**src/rtl/nco_pkg.sv**
```systemverilog
// rtl/nco_pkg.sv - shared types and constants for the NCO sweep controller
//
// Purpose: sweep FSM state encoding and the default phase-increment width
// shared with the NCO. No ports.
package nco_pkg;

  localparam int NCO_PHASE_WIDTH = 16;

  typedef enum logic [1:0] {
    IDLE = 2'd0,
    HOLD = 2'd1,
    STEP = 2'd2
  } sweep_state_t;

endpackage

```
**src/rtl/nco_dwell_timer.sv**
```systemverilog
// rtl/nco_dwell_timer.sv - loadable dwell down-counter with zero flag
//
// Purpose: counts the clocks a sweep step is held. Load wins over decrement;
// the count saturates at zero.
// Ports:
//   clk, reset_n  clock, asynchronous active-low reset
//   load_i        load value_i into the counter
//   value_i       reload value (DWELL_WIDTH)
//   dec_i         decrement by one when non-zero
//   zero_o        counter currently equals zero
module nco_dwell_timer #(
  parameter int DWELL_WIDTH = 16
) (
  input  logic                   clk,
  input  logic                   reset_n,
  input  logic                   load_i,
  input  logic [DWELL_WIDTH-1:0] value_i,
  input  logic                   dec_i,
  output logic                   zero_o
);

  logic [DWELL_WIDTH-1:0] count_q;

  always_ff @(posedge clk or negedge reset_n) begin
    if (!reset_n) begin
      count_q <= '0;
    end else if (load_i) begin
      count_q <= value_i;
    end else if (dec_i && (count_q != '0)) begin
      count_q <= count_q - 1'b1;
    end
  end

  assign zero_o = (count_q == '0);

endmodule

```
**src/rtl/nco_sweep_ctrl.sv**
```systemverilog
// rtl/nco_sweep_ctrl.sv - NCO frequency-sweep scheduler (chirp f_start -> f_stop)
//
// Purpose: steps the NCO phase increment from f_start to f_stop by f_step,
// holding each value for the programmed dwell. Single-shot or looping sweeps.
// Build option: define NCO_SWEEP_TRIANGLE_EN for triangle looping (reverse
// direction at each end point); default looping is sawtooth (reload f_start).
// Ports:
//   clk, reset_n       clock, asynchronous active-low reset
//   start_i, abort_i   start pulse (ignored while busy), abort pulse (wins)
//   loop_i             repeat until abort, sampled at start
//   f_start_i/f_stop_i first/final phase increment
//   f_step_i           step magnitude, dwell_i extra clocks per step
//   phi_inc_o          registered phase increment, phi_valid_o new-value pulse
//   busy_o, done_o     sweep active, single-shot completion pulse
module nco_sweep_ctrl
  import nco_pkg::*;
#(
  parameter int PHASE_WIDTH = NCO_PHASE_WIDTH,
  parameter int DWELL_WIDTH = 16
) (
  input  logic                   clk,
  input  logic                   reset_n,
  input  logic                   start_i,
  input  logic                   abort_i,
  input  logic                   loop_i,
  input  logic [PHASE_WIDTH-1:0] f_start_i,
  input  logic [PHASE_WIDTH-1:0] f_stop_i,
  input  logic [PHASE_WIDTH-1:0] f_step_i,
  input  logic [DWELL_WIDTH-1:0] dwell_i,
  output logic [PHASE_WIDTH-1:0] phi_inc_o,
  output logic                   phi_valid_o,
  output logic                   busy_o,
  output logic                   done_o
);

  sweep_state_t           state_q;
  logic [PHASE_WIDTH-1:0] phi_q, start_q, stop_q, step_q;
  logic [DWELL_WIDTH-1:0] dwell_q;
  logic                   loop_q, valid_q, busy_q, done_q;

  logic accept, dwell_zero, at_stop, hold_end, wrap_reload, tmr_load;
  logic [PHASE_WIDTH:0]   sum_d, diff_d;
  logic [PHASE_WIDTH-1:0] phi_step_d;

  assign accept   = (state_q == IDLE) && start_i && !abort_i;
  assign at_stop  = (phi_q == stop_q);
  assign hold_end = (state_q == HOLD) && dwell_zero;

`ifdef NCO_SWEEP_TRIANGLE_EN
  // Turn-around goes through STEP, which reloads the timer itself.
  assign wrap_reload = 1'b0;
`else
  assign wrap_reload = hold_end && at_stop && loop_q;
`endif

  assign tmr_load = accept || (state_q == STEP) || wrap_reload;

  nco_dwell_timer #(.DWELL_WIDTH(DWELL_WIDTH)) u_dwell (
    .clk     (clk),
    .reset_n (reset_n),
    .load_i  (tmr_load),
    .value_i (accept ? dwell_i : dwell_q),
    .dec_i   (state_q == HOLD),
    .zero_o  (dwell_zero)
  );

  // Next step value at PHASE_WIDTH+1 bits: anything that reaches or passes
  // f_stop, wraps, or uses a zero step lands exactly on f_stop.
  always_comb begin
    sum_d      = {1'b0, phi_q} + {1'b0, step_q};
    diff_d     = {1'b0, phi_q} - {1'b0, step_q};
    phi_step_d = stop_q;
    if (step_q != '0) begin
      if (stop_q > phi_q) begin
        if (sum_d < {1'b0, stop_q}) phi_step_d = sum_d[PHASE_WIDTH-1:0];
      end else begin
        if (!diff_d[PHASE_WIDTH] && (diff_d[PHASE_WIDTH-1:0] > stop_q))
          phi_step_d = diff_d[PHASE_WIDTH-1:0];
      end
    end
  end

  always_ff @(posedge clk or negedge reset_n) begin
    if (!reset_n) begin
      state_q <= IDLE;
      phi_q   <= '0;
      start_q <= '0;
      stop_q  <= '0;
      step_q  <= '0;
      dwell_q <= '0;
      loop_q  <= 1'b0;
      valid_q <= 1'b0;
      busy_q  <= 1'b0;
      done_q  <= 1'b0;
    end else begin
      valid_q <= 1'b0;
      done_q  <= 1'b0;
      if (abort_i) begin
        state_q <= IDLE;
        phi_q   <= '0;
        busy_q  <= 1'b0;
      end else begin
        case (state_q)
          IDLE: begin
            if (start_i) begin
              start_q <= f_start_i;
              stop_q  <= f_stop_i;
              step_q  <= f_step_i;
              dwell_q <= dwell_i;
              loop_q  <= loop_i;
              phi_q   <= f_start_i;
              valid_q <= 1'b1;
              busy_q  <= 1'b1;
              state_q <= HOLD;
            end
          end
          HOLD: begin
            if (dwell_zero) begin
              if (!at_stop) begin
                state_q <= STEP;
              end else if (!loop_q) begin
                state_q <= IDLE;
                busy_q  <= 1'b0;
                done_q  <= 1'b1;
              end else begin
`ifdef NCO_SWEEP_TRIANGLE_EN
                start_q <= stop_q;
                stop_q  <= start_q;
                state_q <= STEP;
`else
                phi_q   <= start_q;
                valid_q <= 1'b1;
`endif
              end
            end
          end
          STEP: begin
            phi_q   <= phi_step_d;
            valid_q <= 1'b1;
            state_q <= HOLD;
          end
          default: state_q <= IDLE;
        endcase
      end
    end
  end

  assign phi_inc_o   = phi_q;
  assign phi_valid_o = valid_q;
  assign busy_o      = busy_q;
  assign done_o      = done_q;

endmodule
```
**config.mk**
```make
export PLATFORM = sky130hd
export DESIGN_NAME = nco_sweep_ctrl
export DESIGN_NICKNAME = d
export VERILOG_FILES = /design/src/rtl/nco_pkg.sv /design/src/rtl/nco_dwell_timer.sv /design/src/rtl/nco_sweep_ctrl.sv
export SDC_FILE = /design/constraint.sdc
export NUM_CORES = 1
export LEC_CHECK = 0
export BUFFER_PORTS_ARGS = -buffer_cell sky130_fd_sc_hd__buf_2
export CAP_MARGIN = 20
export CORE_UTILIZATION = 54
export CTS_CLUSTER_DIAMETER = 40
export CTS_CLUSTER_SIZE = 8
export DETAILED_ROUTE_END_ITERATION = 8
export PLACE_DENSITY_LB_ADDON = 0.15
export SYNTH_ARGS = -nofsm -noshare
export SYNTH_HDL_FRONTEND = slang
export SYNTH_SLANG_ARGS = --single-unit
```
**constraint.sdc**
```tcl
create_clock -name clk -period 3.6 [get_ports clk]
set_input_delay 0.18 -clock clk [delete_from_list [all_inputs] [get_ports clk]]
set_output_delay 0.18 -clock clk [all_outputs]
set_load 0.01 [all_outputs]
```
-- Yosys cells after proc, flatten, opt, wreduce, memory -nomap -nowiden
Cells that the tools add are included.
- ROM bits: 0
- RAM bits: 0
- register bits after elaboration: 102
- bits of input ports: 69
- memories kept: 0
- latch bits: 0
- output and inout bits: 19
- logic and storage cells: 85
- bitwise gates (word level): 1
- eq/ne operators: 9
- reduce and logical (&&, ||, !) cells: 22
- multipliers: 0
- order comparisons: 3
- mux-type cells: 36
- div/mod/pow operators: 0
- add/sub/neg operators: 3
- shift-type cells: 0
- operators by type and width (kind ; count):
    two-way mux 16 bit ; 12
    case mux 16 bit (3 select lines) ; 1
    greater-than comparator 16 bit ; 2
    nonzero test 16 bit ; 2
    adder 16 x 16 -> 17 bit ; 1
    less-than comparator 17 x 16 -> 1 bit ; 1
    subtractor 16 x 16 -> 17 bit ; 1
    equality test 16 bit ; 1
    logical NOT 16 bit ; 1
    subtractor 16 x 1 -> 16 bit (second input constant) ; 1
    two-way mux 1 bit ; 15
    inequality test 3 bit (second input constant) ; 5
    two-way mux 2 bit ; 5
    AND reduction 5 bit ; 2
    logical AND 1 bit ; 7
    case mux 2 bit (3 select lines) ; 1
    AND reduction 3 bit ; 2
    inequality test 4 bit (second input constant) ; 1
    nonzero test 4 bit ; 1
    case mux 1 bit (3 select lines) ; 1
    nonzero test 3 bit ; 1
    equality test 2 x 1 -> 1 bit (second input constant) ; 1
    equality test 2 bit (second input constant) ; 1
    logical NOT 1 bit ; 2
    5 further kinds ; 6

-- Logic depth before layout (Yosys ltp)
- depth in word-level cells: 8
- gate-level depth with buffers: 21
- mapped depth without buffers: 19

-- Modules after synthesis
A second synthesis with hierarchy kept.
- cells, all modules: 978
- area, all modules: 7827.5 µm²
- modules (own cells, without submodules) (module ; sequential area each (µm²) ; area an instance (µm²) ; times used ; cells an instance):
    nco_sweep_ctrl ; 2152.1 ; 6764.0 ; 1 ; 854
    nco_dwell_timer ; 400.4 ; 1063.5 ; 1 ; 124

-- Worst setup path after synthesis
OpenSTA, ideal clock, no wires.
- path type: reg-to-reg
- from: register phi_q[0] (netlist: phi_inc_o[0])
- to: register phi_q[9] (netlist: phi_inc_o[9])
- stages on the path, launching flop included: 20
- arrival: 3.835 ns
- buffers on the path: 1
- library setup time: 0.082 ns
- path slack: -0.317 ns
- required time: 3.518 ns
- period minus slack after synthesis: 3.917 ns
- cells stage by stage: dfrtp_1 > inv_1 > ha_1 > fa_1 > nor2b_1 > o2111a_1 > nor3_1 > o21ai_1 > o31a_1 > a31oi_1 > xnor2_1 > ha_1 > nand3_1 > nor3_1 > o31ai_1 > a221oi_2 > and2b_1 > buf_4 > a22oi_1 > a31oi_1
- longest elaborated chain between the ends: 8
- elaborated cells between the ends (all ways): 16
- classes of those cells: 2 x add/sub; 3 x order compare; 2 x eq/ne; 6 x mux; 3 x reduce/logical
- ends and longest elaborated chain (what ; line ; text):
    start, declared ; nco_sweep_ctrl.sv:37 ; logic [PHASE_WIDTH-1:0] phi_q, start_q, stop_q, step_q;
    start signal, assigned ; nco_sweep_ctrl.sv:111 ; phi_q <= f_start_i;
    start signal, assigned ; nco_sweep_ctrl.sv:131 ; phi_q <= start_q;
    start signal, assigned ; nco_sweep_ctrl.sv:138 ; phi_q <= phi_step_d;
    subtractor 16 x 16 -> 17 bit ; nco_sweep_ctrl.sv:71 ; diff_d = {1'b0, phi_q} - {1'b0, step_q};
    greater-than comparator 16 bit / logical NOT 1 bit (equally long branches) ; nco_sweep_ctrl.sv:77 ; if (!diff_d[PHASE_WIDTH] && (diff_d[PHASE_WIDTH-1:0] > stop_q))
    logical AND 1 bit ; nco_sweep_ctrl.sv:77 ;
    two-way mux 16 bit ; nco_sweep_ctrl.sv:77 ;
    two-way mux 16 bit ; nco_sweep_ctrl.sv:74 ; if (stop_q > phi_q) begin
    two-way mux 16 bit ; nco_sweep_ctrl.sv:73 ; if (step_q != '0) begin
    case mux 16 bit (3 select lines) ; nco_sweep_ctrl.sv:103 ; case (state_q)
    two-way mux 16 bit ; nco_sweep_ctrl.sv:98 ; if (abort_i) begin
Several ways; a longest one is shown, not always the timed one.
A chain may end at the register's enable or synchronous reset.

-- Final worst setup path
- from: register phi_q[1] (netlist: phi_inc_o[1])
- to: register phi_q[11] (netlist: phi_inc_o[11])
The elaborated chain is that of the path after synthesis.

==> results.ini <==
[outcome]
status=finished, violations left
violations=setup timing

[sta]
finalHoldViolations=0
max_slew_margin_pct=44.5
min_period_ns=4.12
setup-violations-final=16
worstMarginPinSlew_ns=0.833
layout_setup_ws_ns=-0.521
rsz0062_at_grt=true
fin_crit_sh_pct=114
fin_setup_tns_ns=-7.49
slew_viol_final=0
fmax_ghz=0.243
skew_ns=0.00842

[critical_path]
cp-end-kind=flop
cp_max_fo=4
arrival_ns=4.36
crit_type=flop to flop
worstRegToRegCells=20
start_kind=flop
r2r_start=phi_inc_o[1]$_DFFE_PN0P_
reg2reg_to=phi_inc_o[11]$_DFFE_PN0P_
worst-r2r-setup-slack_ns=-0.52
crit_required_ns=3.84

[synthesis]
syn_nets=930
mappedNetlistArea_um2=7600
synth-seq-cells=102
synth-edff-count=0
async_flop_share_pct=100
ys.flop_type=dfrtp_1
synth_cells=774
ys_seq_area_share_pct=33.6
synth-warning-count=0
synth_area_per_cell_um2=9.82
yosysUniqueCellTypes=68

[worst_hold_path]
whs_endpoint=step_q[9]$_DFFE_PN0P_
hold_start=f_step_i[9]
hold_depth=2
min_path_type=input pin to flop

[routing]
drtAntennaViolNets=0
drt_iter0_drc=665
dr.pass1.iters=7
routedWlPerCell_um=18.5
routed_via_density=5.81
dr_total_vias=6720
wl_um=21400
drcViolationCount=0

[layout]
antenna_cells=0
synthToLayoutAreaGrowth_pct=28.4
drive_gt1_share_pct=39.5
fin_nets=1131
finalNonFillerCells=1156

[global_routing]
grt_pass1_vias=6791
grt_overflow_total=0
grt_use_total_pct=30.8
grt_start_max_net_pins=64
grt_antenna_before_repair=0
grt_pass1_wl_um=34600

[clocking]
clkTransAtPathRegs_ns=0.08
clock-sinks=102
clockBufferDepth=2
h-tree-depth=3
cts_tree=built
clk_latency_ns=0.36
numCtsBuffers=9
cts-root-buf=clkbuf_16

[placement]
dp_hpwl_um=16200
portBuffers=87
gp_congestion=0.954
dp_cells=1118

[floorplanning]
die_h_um=121
die_area_um2=14600
start_util_pct=56.3
num_rows=42
io_pins=88
coreArea_um2=13500
die_x_um=121

[job]
drv_cap=0

-- worst max-delay path by stage --
| stage | startpoint | to | slack (ns) |
|---|---|---|---|
| after floorplan | phi_inc_o[2]$_DFFE_PN0P_ | phi_inc_o[9]$_DFFE_PN0P_ | -0.23 |
| after global placement | phi_inc_o[1]$_DFFE_PN0P_ | phi_inc_o[11]$_DFFE_PN0P_ | -0.65 |
| after detailed placement | step_q[0]$_DFFE_PN0P_ | phi_inc_o[12]$_DFFE_PN0P_ | -0.76 |
| after CTS | step_q[0]$_DFFE_PN0P_ | phi_inc_o[12]$_DFFE_PN0P_ | -0.57 |
| after global routing | phi_inc_o[0]$_DFFE_PN0P_ | phi_inc_o[12]$_DFFE_PN0P_ | -0.72 |
| final | phi_inc_o[1]$_DFFE_PN0P_ | phi_inc_o[11]$_DFFE_PN0P_ | -0.52 |
-- routing by layer --
layer / share of wire (%) / global-route usage [%]
met5: 0 / 0
met4: 3.2 / 12.4
met3: 5.8 / 4.58
met2: 46 / 49.0
met1: 45 / 42.0
-- Yosys cell counts (5+ instances only) --
cell type / number / share of area [%]
a21oi_1: 49 / 3.2
a211o_1: 11 / 1.3
nand3_1: 24 / 1.6
ha_1: 85 / 14
mux2_2: 83 / 12
o21bai_1: 5 / 0.49
xor2_1: 18 / 2.1
nand2_1: 30 / 1.5
nor2_1: 37 / 1.8
dfrtp_1: 102 / 34
a211oi_1: 8 / 0.79
buf_2: 9 / 0.59
o21ai_1: 8 / 0.53
clkbuf_1: 19 / 0.94
nor2b_1: 10 / 0.82
nor4_1: 10 / 0.82
a221oi_1: 6 / 0.69
o31a_1: 6 / 0.69
xnor2_1: 22 / 2.5
a31oi_1: 5 / 0.41
inv_1: 71 / 3.5
a221oi_2: 8 / 1.6
a21o_1: 10 / 0.99
o21ai_0: 18 / 1.2
nand4_1: 10 / 0.82
nor3_1: 26 / 1.7
nand2b_1: 8 / 0.66
a221o_1: 10 / 1.3
-- critical path, stage by stage, from the launching register on --
cell	delay, ns
dfrtp_1	0.41
buf_6	0.14
ha_4	0.20
nor2b_4	0.12
o31a_1	0.30
o21ai_2	0.19
a211o_1	0.23
a21oi_2	0.09
o31a_1	0.28
o31a_1	0.32
ha_4	0.29
nand3_4	0.09
nor3_4	0.18
nand2_1	0.07
o211ai_1	0.10
a221oi_2	0.06
buf_4	0.17
and2b_2	0.25
buf_6	0.14
a221oi_2	0.25
o211ai_1	0.11
-- area by class of cell --
| cell class | instances | area [um^2] |
|---|---|---|
| Clock buffer | 10 | 229 |
| Tap cell | 176 | 220 |
| Timing Repair Buffer | 223 | 1500 |
| Clock inverter | 6 | 62.6 |
| Multi-Input combinational cell | 567 | 4930 |
| Fill cell | 1001 | 3740 |
| Sequential cell | 102 | 2550 |
| Inverter | 72 | 273 |
-- timing repair --
action | 4_1_cts | 5_1_grt
buffers inserted | 10 | 10
hold endpoints to repair | 61 | 0
pin swaps | 25 | 44
cloned | 0 | 1
hold buffers | 1 | 0
endpoints found under the setup margin | 16 | 16
gates resized for setup | 34 | 35
-- per-stage QoR --
stage | setup WS, ns | hold WS (ns) | util [%] | instance area, um^2
floorplan | -0.226 | -0.116 | - | 7650
global placement | -0.654 | 0.304 | 66.7 | 9000
detailed placement | -0.755 | 0.316 | 66.7 | 9000
CTS | -0.570 | 0.0403 | 70.5 | 9520
global route | -0.717 | 0.0445 | 72.3 | 9760
finish | -0.521 | 0.0501 | 72.3 | 9760
-- flip-flops by register name (all words and copies together), names as in the netlist --
signal	cells
start_q	16
dwell_q	16
u_dwell.count_q	16
state_q	2
busy_o	1
stop_q	16
phi_inc_o	16
phi_valid_o	1
loop_q	1
done_o	1
step_q	16
-- placed cells by master (no fill, tap or decap), types with 4 or more instances in the layout --
master     netlist  final
a211o_1         11     11
a221o_1         10     10
a21o_1          10     10
nor2_1          37     36
a311oi_1         4      4
buf_2            9     86
a31oi_1          5      5
o31a_1           6      6
a21oi_1         49     44
xnor2_1         22     20
o211ai_1         4      4
nand2_1         30     30
buf_4            2    127
clkbuf_16        0      9
a21oi_2          0      5
o21a_1           4      4
a211oi_1         8      4
ha_1            85     80
nor4_1          10     10
xor2_1          18     16
o21bai_1         5      5
o21ai_0         18     14
a211oi_2         1      5
nor2b_1         10      7
o21ai_1          8      9
nand4_1         10     10
nand3b_1         4      4
inv_1           71     68
nand2b_1         8      8
or3_1            4      4
mux2_2          83     82
buf_6            1      9
a221oi_2         8     12
nor3_1          26     23
nand3_1         24     21
dfrtp_1        102    102
-- cells by family (layout without fill, tap and decap cells) --
kind of cell,count (synthesis),after routing,share of synthesized area (%)
XOR/XNOR,40,40,4.61
flip-flops,102,102,33.6
adder cells (fa/ha/maj),87,87,14.5
AO/OA/AOI/OAI,177,177,16.9
buffers and inverters,105,311,5.53
AND/OR/NAND/NOR,180,180,12.6
multiplexers,83,83,12.3
Power is left out: the tool's default activity adds up to more than one toggle a clock period on the data nets, which glitch-free logic cannot reach.
